## config.mk

```make
export PLATFORM = sky130hd
export DESIGN_NAME = multicycle_controller_v2
export DESIGN_NICKNAME = d
export VERILOG_FILES = /design/src/rtl/multicycle_controller_v2.sv
export SDC_FILE = /design/constraint.sdc
export NUM_CORES = 1
export LEC_CHECK = 0
export CAP_MARGIN = 20
export CORE_MARGIN = 2
export CORE_UTILIZATION = 45
export CTS_BUF_LIST = sky130_fd_sc_hd__clkbuf_8 sky130_fd_sc_hd__clkbuf_16
export DETAILED_ROUTE_END_ITERATION = 10
export GPL_TIMING_DRIVEN = 1
export PLACE_DENSITY = 0.84
export SYNTH_ARGS = -nofsm -noshare
export SYNTH_HDL_FRONTEND = slang
export SYNTH_SLANG_ARGS = --single-unit
```

## constraint.sdc

```tcl
create_clock -name clk -period 3.4 [get_ports clk]
set_clock_uncertainty 0.2 [all_clocks]
set_input_delay 0.85 -clock clk [delete_from_list [all_inputs] [get_ports clk]]
set_output_delay 0.85 -clock clk [all_outputs]
set_load 0.02 [all_outputs]
```

## src/rtl/multicycle_controller_v2.sv

```systemverilog
// multicycle_controller_v2
// Multicycle MIPS control FSM with a memory wait-state handshake, internal
// branch resolution from the ALU zero flag, JAL/JR, sized memory accesses
// and an illegal-opcode HALT state.
//
// Optional feature: define CTRL_MEM_TIMEOUT_EN to bound the memory wait.
// After MEM_TIMEOUT consecutive mem_ready=0 cycles in one access state the
// FSM enters HALT and raises mem_err (sticky until reset). Without the macro
// the controller waits indefinitely and mem_err is tied low.
//
// state       | meaning
// ------------+-------------------------------------------------------------
// S_RESET     | held in reset / first cycle after release, all outputs 0
// S_FETCH     | instruction fetch, waits for mem_ready, loads IR and PC+4
// S_DECODE    | register read, branch target into ALUOut, opcode dispatch
// S_MEM_ADDR  | effective address rs + imm
// S_MEM_READ  | data read, waits for mem_ready
// S_MEM_WB    | load result written to rt
// S_MEM_WRITE | data write, waits for mem_ready
// S_RTYPE_EX  | R-type ALU operation selected by funct
// S_RTYPE_WB  | R-type result written to rd
// S_IMM_EX    | immediate ALU operation
// S_IMM_WB    | immediate result written to rt
// S_BRANCH    | BEQ/BNE compare, PC loaded from ALUOut when taken
// S_JUMP      | J, PC loaded from jump target
// S_JR        | JR, PC loaded from rs
// S_JAL       | JAL, r31 <= PC (already +4), PC loaded from jump target
// S_HALT      | absorbing until reset, halted=1, all strobes 0

module multicycle_controller_v2 #(
    parameter int ALUOP_W     = 5,
    parameter int MEM_TIMEOUT = 16
) (
    input  logic               clk,
    input  logic               reset,
    input  logic [5:0]         op,
    input  logic [5:0]         funct,
    input  logic               zero,
    input  logic               mem_ready,
    output logic               MemReq,
    output logic               MemWrite,
    output logic [2:0]         MemMode,
    output logic               PCWrite,
    output logic [1:0]         PCSource,
    output logic               IorD,
    output logic               IRWrite,
    output logic               RegWrite,
    output logic [1:0]         RegDst,
    output logic [1:0]         MemToReg,
    output logic [1:0]         ALUSrcA,
    output logic [1:0]         ALUSrcB,
    output logic [ALUOP_W-1:0] ALUOP,
    output logic               halted,
    output logic               mem_err
);

    if (MEM_TIMEOUT < 1) begin : g_bad_timeout
        $error("MEM_TIMEOUT must be at least 1");
    end
    if (ALUOP_W < 5) begin : g_bad_aluop_w
        $error("ALUOP_W must be at least 5");
    end

    typedef enum logic [4:0] {
        S_RESET     = 5'd0,
        S_FETCH     = 5'd1,
        S_DECODE    = 5'd2,
        S_MEM_ADDR  = 5'd3,
        S_MEM_READ  = 5'd4,
        S_MEM_WB    = 5'd5,
        S_MEM_WRITE = 5'd6,
        S_RTYPE_EX  = 5'd7,
        S_RTYPE_WB  = 5'd8,
        S_IMM_EX    = 5'd9,
        S_IMM_WB    = 5'd10,
        S_BRANCH    = 5'd11,
        S_JUMP      = 5'd12,
        S_JR        = 5'd13,
        S_JAL       = 5'd14,
        S_HALT      = 5'd15
    } state_t;

    localparam logic [5:0] OP_RTYPE = 6'b000000;
    localparam logic [5:0] OP_J     = 6'b000010;
    localparam logic [5:0] OP_JAL   = 6'b000011;
    localparam logic [5:0] OP_BEQ   = 6'b000100;
    localparam logic [5:0] OP_BNE   = 6'b000101;
    localparam logic [5:0] OP_ADDI  = 6'b001000;
    localparam logic [5:0] OP_ADDIU = 6'b001001;
    localparam logic [5:0] OP_SLTI  = 6'b001010;
    localparam logic [5:0] OP_ANDI  = 6'b001100;
    localparam logic [5:0] OP_ORI   = 6'b001101;
    localparam logic [5:0] OP_LUI   = 6'b001111;
    localparam logic [5:0] OP_LB    = 6'b100000;
    localparam logic [5:0] OP_LH    = 6'b100001;
    localparam logic [5:0] OP_LW    = 6'b100011;
    localparam logic [5:0] OP_LBU   = 6'b100100;
    localparam logic [5:0] OP_LHU   = 6'b100101;
    localparam logic [5:0] OP_SB    = 6'b101000;
    localparam logic [5:0] OP_SH    = 6'b101001;
    localparam logic [5:0] OP_SW    = 6'b101011;

    localparam logic [5:0] F_SLL  = 6'b000000;
    localparam logic [5:0] F_SRL  = 6'b000010;
    localparam logic [5:0] F_SRA  = 6'b000011;
    localparam logic [5:0] F_JR   = 6'b001000;
    localparam logic [5:0] F_ADD  = 6'b100000;
    localparam logic [5:0] F_ADDU = 6'b100001;
    localparam logic [5:0] F_SUB  = 6'b100010;
    localparam logic [5:0] F_SUBU = 6'b100011;
    localparam logic [5:0] F_AND  = 6'b100100;
    localparam logic [5:0] F_OR   = 6'b100101;
    localparam logic [5:0] F_SLT  = 6'b101010;

    localparam logic [4:0] ALU_ADD  = 5'd0;
    localparam logic [4:0] ALU_OR   = 5'd1;
    localparam logic [4:0] ALU_AND  = 5'd2;
    localparam logic [4:0] ALU_SUB  = 5'd3;
    localparam logic [4:0] ALU_SLL  = 5'd4;
    localparam logic [4:0] ALU_SRL  = 5'd5;
    localparam logic [4:0] ALU_SRA  = 5'd6;
    localparam logic [4:0] ALU_LUI  = 5'd7;
    localparam logic [4:0] ALU_ORI  = 5'd8;
    localparam logic [4:0] ALU_ANDI = 5'd9;
    localparam logic [4:0] ALU_SLT  = 5'd10;

    state_t     state;
    state_t     state_next;
    logic [4:0] alu_code;
    logic       funct_ok;
    logic       timeout;

    // Access size for the memory stage; stores share the signed encodings
    function automatic logic [2:0] mem_mode_of(input logic [5:0] opcode);
        logic [2:0] mode;
        mode = 3'b000;
        case (opcode)
            OP_LB, OP_SB: mode = 3'b001;
            OP_LBU:       mode = 3'b010;
            OP_LH, OP_SH: mode = 3'b011;
            OP_LHU:       mode = 3'b100;
            default:      mode = 3'b000;
        endcase
        return mode;
    endfunction

    assign ALUOP = ALUOP_W'(alu_code);

    // State register; async reset forces RESET so every output drops at once
    always_ff @(posedge clk or negedge reset) begin
        if (!reset) state <= S_RESET;
        else        state <= state_next;
    end

    // Next-state and Moore/handshake output decode
    always_comb begin
        state_next = state;
        MemReq     = 1'b0;
        MemWrite   = 1'b0;
        MemMode    = 3'b000;
        PCWrite    = 1'b0;
        PCSource   = 2'b00;
        IorD       = 1'b0;
        IRWrite    = 1'b0;
        RegWrite   = 1'b0;
        RegDst     = 2'b00;
        MemToReg   = 2'b00;
        ALUSrcA    = 2'b00;
        ALUSrcB    = 2'b00;
        alu_code   = ALU_ADD;
        halted     = 1'b0;
        funct_ok   = 1'b1;
        case (state)
            S_RESET: state_next = S_FETCH;
            S_FETCH: begin
                MemReq  = 1'b1;
                ALUSrcB = 2'b01;
                if (mem_ready) begin
                    IRWrite    = 1'b1;
                    PCWrite    = 1'b1;
                    state_next = S_DECODE;
                end
            end
            S_DECODE: begin
                ALUSrcB = 2'b11;
                case (op)
                    OP_LW, OP_LH, OP_LHU, OP_LB, OP_LBU,
                    OP_SW, OP_SH, OP_SB:                 state_next = S_MEM_ADDR;
                    OP_RTYPE: state_next = (funct == F_JR) ? S_JR : S_RTYPE_EX;
                    OP_BEQ, OP_BNE:                      state_next = S_BRANCH;
                    OP_J:                                state_next = S_JUMP;
                    OP_JAL:                              state_next = S_JAL;
                    OP_ADDI, OP_ADDIU, OP_ANDI, OP_ORI,
                    OP_SLTI, OP_LUI:                     state_next = S_IMM_EX;
                    default:                             state_next = S_HALT;
                endcase
            end
            S_MEM_ADDR: begin
                ALUSrcA    = 2'b01;
                ALUSrcB    = 2'b10;
                // Store opcodes are exactly the 101xxx group
                state_next = (op[5:3] == 3'b101) ? S_MEM_WRITE : S_MEM_READ;
            end
            S_MEM_READ: begin
                MemReq  = 1'b1;
                IorD    = 1'b1;
                MemMode = mem_mode_of(op);
                if (mem_ready) state_next = S_MEM_WB;
            end
            S_MEM_WB: begin
                RegWrite   = 1'b1;
                MemToReg   = 2'b01;
                state_next = S_FETCH;
            end
            S_MEM_WRITE: begin
                MemReq   = 1'b1;
                MemWrite = 1'b1;
                IorD     = 1'b1;
                MemMode  = mem_mode_of(op);
                if (mem_ready) state_next = S_FETCH;
            end
            S_RTYPE_EX: begin
                ALUSrcB = 2'b00;
                ALUSrcA = (funct == F_SLL || funct == F_SRL || funct == F_SRA) ? 2'b10 : 2'b01;
                case (funct)
                    F_SLL:         alu_code = ALU_SLL;
                    F_SRL:         alu_code = ALU_SRL;
                    F_SRA:         alu_code = ALU_SRA;
                    F_ADD, F_ADDU: alu_code = ALU_ADD;
                    F_SUB, F_SUBU: alu_code = ALU_SUB;
                    F_AND:         alu_code = ALU_AND;
                    F_OR:          alu_code = ALU_OR;
                    F_SLT:         alu_code = ALU_SLT;
                    default:       funct_ok = 1'b0;
                endcase
                state_next = funct_ok ? S_RTYPE_WB : S_HALT;
            end
            S_RTYPE_WB: begin
                RegDst     = 2'b01;
                RegWrite   = 1'b1;
                state_next = S_FETCH;
            end
            S_IMM_EX: begin
                ALUSrcA = 2'b01;
                ALUSrcB = 2'b10;
                case (op)
                    OP_ANDI: alu_code = ALU_ANDI;
                    OP_ORI:  alu_code = ALU_ORI;
                    OP_SLTI: alu_code = ALU_SLT;
                    OP_LUI:  alu_code = ALU_LUI;
                    default: alu_code = ALU_ADD;
                endcase
                state_next = S_IMM_WB;
            end
            S_IMM_WB: begin
                RegWrite   = 1'b1;
                state_next = S_FETCH;
            end
            S_BRANCH: begin
                ALUSrcA    = 2'b01;
                alu_code   = ALU_SUB;
                PCSource   = 2'b01;
                PCWrite    = (op == OP_BNE) ? ~zero : zero;
                state_next = S_FETCH;
            end
            S_JUMP: begin
                PCWrite    = 1'b1;
                PCSource   = 2'b10;
                state_next = S_FETCH;
            end
            S_JR: begin
                PCWrite    = 1'b1;
                PCSource   = 2'b11;
                state_next = S_FETCH;
            end
            S_JAL: begin
                RegWrite   = 1'b1;
                RegDst     = 2'b10;
                MemToReg   = 2'b10;
                PCWrite    = 1'b1;
                PCSource   = 2'b10;
                state_next = S_FETCH;
            end
            S_HALT: halted = 1'b1;
            default: state_next = S_HALT;
        endcase
        if (timeout) state_next = S_HALT;
    end

`ifdef CTRL_MEM_TIMEOUT_EN
    localparam int CNT_W = $clog2(MEM_TIMEOUT + 1);

    logic [CNT_W-1:0] wait_cnt;
    logic             in_access;

    assign in_access = (state == S_FETCH) || (state == S_MEM_READ) || (state == S_MEM_WRITE);
    // A ready in the limit cycle completes normally, so only a miss there trips
    assign timeout   = in_access && !mem_ready && (wait_cnt == CNT_W'(MEM_TIMEOUT - 1));

    // Wait counter: restarts on every state change, counts missed-ready cycles
    always_ff @(posedge clk or negedge reset) begin
        if (!reset)                      wait_cnt <= '0;
        else if (state_next != state)    wait_cnt <= '0;
        else if (in_access && !mem_ready) wait_cnt <= wait_cnt + 1'b1;
    end

    // Sticky memory-timeout flag
    always_ff @(posedge clk or negedge reset) begin
        if (!reset)       mem_err <= 1'b0;
        else if (timeout) mem_err <= 1'b1;
    end
`else
    assign timeout = 1'b0;
    assign mem_err = 1'b0;
`endif

endmodule

```

==> flow_summary.yaml, run 1 <==
status:
  status: "finished, final reports clean"
yosys:
  synth-warning-count: 0
  yosys.cell_types.count: 49
  synth_ff_type: "dfrtp_1"
  syn_inst: 150
  ys_ff_latch: 4
  synth.avg_cell_area_sq_um: 6.531
  synth-edff-count: 0
  yosysSeqAreaShare: 0.1022
  async_reset_ff_frac: 1.000
  syn-cell-area_sq_um: 979.7
cells_and_area:
  largest_reg_flops: 4
  regMostFlops: "state"
  drive_gt1_frac: 0.2664
  instances_no_fill: 241
  syn_to_final_growth_pct: 60.66
  layout_common_cells: "buf_4, clkdlybuf4s50_1, nor2_1"
  n_fill_cell: 150
  final_common_cell: "buf_4"
  largest_registers: "state (4)"
  fin_nets: 232
  diodes: 0
  fin_area_sq_um: 1574
clock_tree:
  post_cts_buffers: 0
  cts_tree: "done"
  cts_max_level: 1
  cts_buffers: 3
  numClockSinks: 4
  clock_latency_ps: 230
  root_buffer: "clkbuf_8"
  cts_hold_buffers: 0
  clk_path_buf_depth: 2
  clkTransAtPathRegs_ps: 40
grt:
  first_global_vias: 1254
  grtUsageTotal: 0.2925
  antenna_found_initial: 0
  grt_max_degree: 12
  grt_first_pass_wirelength_microns: 5871
  grt_overflow: 0
timing:
  period_needed_ps: 3319
  fmax_mhz: 301.3
  holdWs_ps: 637.3
  slew_violations: 0
  fin_ws_ps: 80.55
  hold_viol_final: 0
  finalCritPeriodShare: 0.9763
  setup_viol: 0
  rsz0062_at_grt: "no"
floorplan:
  placementRows: 16
  design.die.area_sq_um: 2566
  die_height_microns: 50.66
  fp.dieW_microns: 50.66
  core-area_sq_um: 2002
  initial_core_util: 0.4894
  io_pins: 42
setup_path:
  worstReg2RegStart: "state[3]"
  arrival_ps: 2270
  cp-end-kind: "primary output"
  worstRegToRegCells: 6
  crit_required_ps: 2350
  r2r-end: "state[0]"
  crit_type: "in -> out"
  path_max_fanout: 6
  startpoint_type: "input port"
  r2r_slack_ps: 1370
placement:
  pre_cts_slack_ps: -679.1
  dp_hpwl_microns: 2843
  placed_area_sq_um: 1554
  dp.cells: 238
  port_buffers: 39
  place.gp.congestion: 0.9095
run:
  maxCapViolations: 0
drt:
  viasPerCell: 5.892
  antenna_left: 0
  route.detailed.drc: 0
  firstDrtPassIters: 5
  route.vias.total: 1420
  wl_per_cell_microns: 14.73
  drt_iter0_markers: 90
  drt-total-wl_microns: 3549
power:
  power.leakage_nw: 0.7343
  p_per_area_nw_per_um2: 536.1
  ir_worst_vdd_mv: 0.3834
  fin_total_pwr_mw: 0.8439
worst_hold_path:
  min_path_type: "in -> async"
cell usage after synthesis (3+ instances only):
cell type,count,area (sq um)
nor2_1,20,75.07
a21oi_1,12,60.06
nand2_1,12,45.04
inv_1,9,33.78
nor3_1,9,45.04
nand3_1,8,40.04
nand2b_1,6,37.54
buf_2,4,20.02
buf_4,4,30.03
buf_6,4,45.04
dfrtp_1,4,100.1
o21ai_1,4,20.02
nand4_1,3,18.77
nor4_1,3,18.77
o21ai_0,3,15.01
xor2_1,3,26.28
cell type report:
cell class,instances,area [sq um],area share
multi-input combinational,125,758.2,0.4817
timing repair buffer,73,606.8,0.3855
sequential,4,100.1,0.06359
tap,27,33.78,0.02146
clock buffer,3,41.29,0.02623
inverter,9,33.78,0.02146
stage by stage:
stage	TNS, ps	utilization
floorplan	0	-
global placement	-3305	0.7763
detailed placement	-3696	0.7763
CTS	0	0.7919
global route	0	0.7863
finish	0	0.7863
worst max path at each step:
stage,start,slack [ps],end
after floorplan,funct[2],50,ALUOP[2]
after CTS,op[2],2,PCWrite
after detailed placement,funct[2],-680,ALUOP[2]
after global routing,op[5],0.6,MemMode[2]
after global placement,funct[2],-580,ALUOP[2]
final,mem_ready,80,IRWrite
power by group:
| part | switching (mW) | internal [mW] |
|---|---|---|
| Clock | 0.0281 | 0.0758 |
| Sequential | 0.0393 | 0.0679 |
| Combinational | 0.364 | 0.269 |
| Total | 0.431 | 0.413 |
timing repair:
action                                  4_1_cts  5_1_grt
pin swaps                                     2        1
resized for setup                            36        9
hold endpoints to repair                      0        0
endpoints found under the setup margin       10        7
cloned                                        0        0
worst max-delay path, stage by stage:
cell             delay, ps
clkdlybuf4s50_1        490
buf_4                  150
and4_1                 180
clkdlybuf4s50_1        590
cells by family (layout without fill, tap and decap cells):
family                    Yosys count  after routing  synth area share
muxes                               1              1           0.01022
other                               1              2          0.003828
buffers and inverters              22             85            0.1456
and+or+nand+nor                    77             77            0.4164
xor gates and xnor gates            4              4           0.03577
AOI/OAI and AO/OA                  41             41            0.2861
DFF                                 4              4            0.1022
per-layer routing:
metal | track usage | vias up | wire length (microns)
li1 | - | 667 | -
met1 | 0.3630 | 623 | 1359
met3 | 0.04464 | 20 | 311
met5 | 0 | - | 0
met4 | 0.07658 | 0 | 123
met2 | 0.5219 | 110 | 1755
(Power assumes the default switching activity.)
==> inputs of run 2 (changes only) <==
--- a/config.mk
+++ b/config.mk
@@ -11,7 +11,7 @@
 export CTS_BUF_LIST = sky130_fd_sc_hd__clkbuf_8 sky130_fd_sc_hd__clkbuf_16
 export DETAILED_ROUTE_END_ITERATION = 10
 export GPL_TIMING_DRIVEN = 1
-export PLACE_DENSITY = 0.84
+export PLACE_DENSITY = 0.81
 export SYNTH_ARGS = -nofsm -noshare
 export SYNTH_HDL_FRONTEND = slang
 export SYNTH_SLANG_ARGS = --single-unit
==> flow_summary.yaml, run 2 (same netlist as run 1, synthesis figures left out) <==
floorplan:
  fp.dieW_microns: 50.66
  initial_core_util: 0.4894
  core-area_sq_um: 2002
  placementRows: 16
  die_height_microns: 50.66
  io_pins: 42
  design.die.area_sq_um: 2566
setup_path:
  cp_slowest_cell: "or3_4"
  crit_required_ps: 2350
  worstReg2RegStart: "state[3]"
  crit_type: "in -> out"
  path_max_fanout: 2
  cp-end-kind: "primary output"
  arrival_ps: 2280
  max_stage_delay_ps: 390
  startpoint_type: "input port"
  r2r_slack_ps: 1430
  r2r-end: "state[0]"
  crit_chain: "dlygate4sd2_1 -> or3_4 -> a211o_1 -> buf_4 -> a21boi_2 -> a211oi_1 -> buf_2"
  worstRegToRegCells: 6
grt:
  grtUsageTotal: 0.2862
  grt_max_degree: 11
  met2_usage: 0.5044
  grt_first_pass_wirelength_microns: 5747
  antenna_found_initial: 0
  grtUsageMet1: 0.3303
  gr-usage-met3: 0.06548
  grt_overflow: 0
  top_usage_layer: "met2"
  first_global_vias: 1358
drt:
  wl_per_cell_microns: 14.71
  route.detailed.drc: 0
  drt-total-wl_microns: 3501
  firstDrtPassIters: 4
  antenna_left: 0
  drt_iter0_markers: 67
  route.vias.total: 1369
  viasPerCell: 5.752
timing:
  holdWs_ps: 616.7
  setup_viol: 0
  setup_tns_ps: 0
  slew_violations: 0
  finalCritPeriodShare: 0.9792
  period_needed_ps: 3329
  hold_viol_final: 0
  fmax_mhz: 300.4
  rsz0062_at_grt: "no"
worst_hold_path:
  hold_start: "state[2]"
  min_to: "state[2]"
  whs_path_depth: 2
  min_path_type: "reg -> reg"
cells_and_area:
  drive_gt1_frac: 0.2559
  final_common_cell: "buf_4"
  layout_common_cells: "buf_4, clkdlybuf4s50_1, nor2_1"
  fin_nets: 229
  finish.utilization: 0.7756
  diodes: 0
  largest_registers: "state (4)"
  largest_reg_flops: 4
  regMostFlops: "state"
  syn_to_final_growth_pct: 58.49
  fin_area_sq_um: 1553
clock_tree:
  cts_tree: "done"
  clk_path_buf_depth: 2
  cts_hold_buffers: 0
  numClockSinks: 4
  post_cts_buffers: 0
  clock_latency_ps: 220
  root_buffer: "clkbuf_8"
  cts_max_level: 1
  clkTransAtPathRegs_ps: 40
  cts_buffers: 3
power:
  ir_worst_vdd_mv: 0.4867
  power.leakage_nw: 0.6903
  fin_total_pwr_mw: 0.8197
  p_per_area_nw_per_um2: 527.9
placement:
  placed_area_sq_um: 1531
  dp_hpwl_microns: 2715
  place.gp.congestion: 0.9168
  port_buffers: 39
run:
  maxCapViolations: 0
status:
  status: "finished, final reports clean"
[run 2: worst max-delay path: cells and delay by family]
kind	cells	cell delay (ps)
buffers and inverters	3	570
and+or+nand+nor	1	390
AOI/OAI and AO/OA	3	470
[run 2: worst max-delay path by stage]
| stage | from | end | slack (ps) | cells after the start |
|---|---|---|---|---|
| 3_3_place_gp | funct[2] | ALUOP[2] | -550 | 6 |
| 3_5_place_dp | funct[2] | ALUOP[2] | -580 | 6 |
| 4_1_cts | op[2] | PCWrite | 10 | 6 |
| 2_1_floorplan | funct[2] | ALUOP[2] | 50 | 4 |
| 5_1_grt | op[5] | MemMode[2] | 6 | 6 |
| 6_report | funct[5] | ALUSrcA[0] | 70 | 7 |
[run 2: per-layer routing]
| metal | vias up | wire length (microns) |
|---|---|---|
| li1 | 662 | - |
| met1 | 622 | 1474 |
| met2 | 79 | 1744 |
| met3 | 6 | 257 |
| met4 | 0 | 25 |
| met5 | - | 0 |
[run 2: cell type report]
type                       count  area [sq um]
multi-input combinational    125         759.5
timing repair buffer          70         584.3
fill                         162         449.2
sequential                     4         100.1
clock buffer                   3         41.29
inverter                       9         33.78
tap                           27         33.78
[run 2: power by group]
group          switching (mW)  leakage, nW  internal [mW]
registers              0.0480       0.0504         0.0677
clock network          0.0280       0.0216         0.0758
logic                   0.340        0.618          0.260
total                   0.416        0.690          0.404
[run 2: stage by stage]
step                worst slack (ps)  cells
floorplan                      49.54    151
global placement              -546.4    235
detailed placement            -582.2    235
CTS                            12.53    238
global route                   5.993    238
finish                         70.79    238
[run 2: what timing repair did]
action / in CTS / in global routing
hold endpoints to repair: 0 / 0
setup endpoints to repair: 10 / 9
pin swaps: 3 / 2
resized for setup: 32 / 14
cloned: 0 / 0
==> inputs of run 3 (changes only) <==
--- a/config.mk
+++ b/config.mk
@@ -12,6 +12,7 @@
 export DETAILED_ROUTE_END_ITERATION = 10
 export GPL_TIMING_DRIVEN = 1
 export PLACE_DENSITY = 0.81
+export SLEW_MARGIN = 20
 export SYNTH_ARGS = -nofsm -noshare
 export SYNTH_HDL_FRONTEND = slang
 export SYNTH_SLANG_ARGS = --single-unit
==> results of run 3 <==
The final DEF is identical to that of run 2; final timing and power are the same.
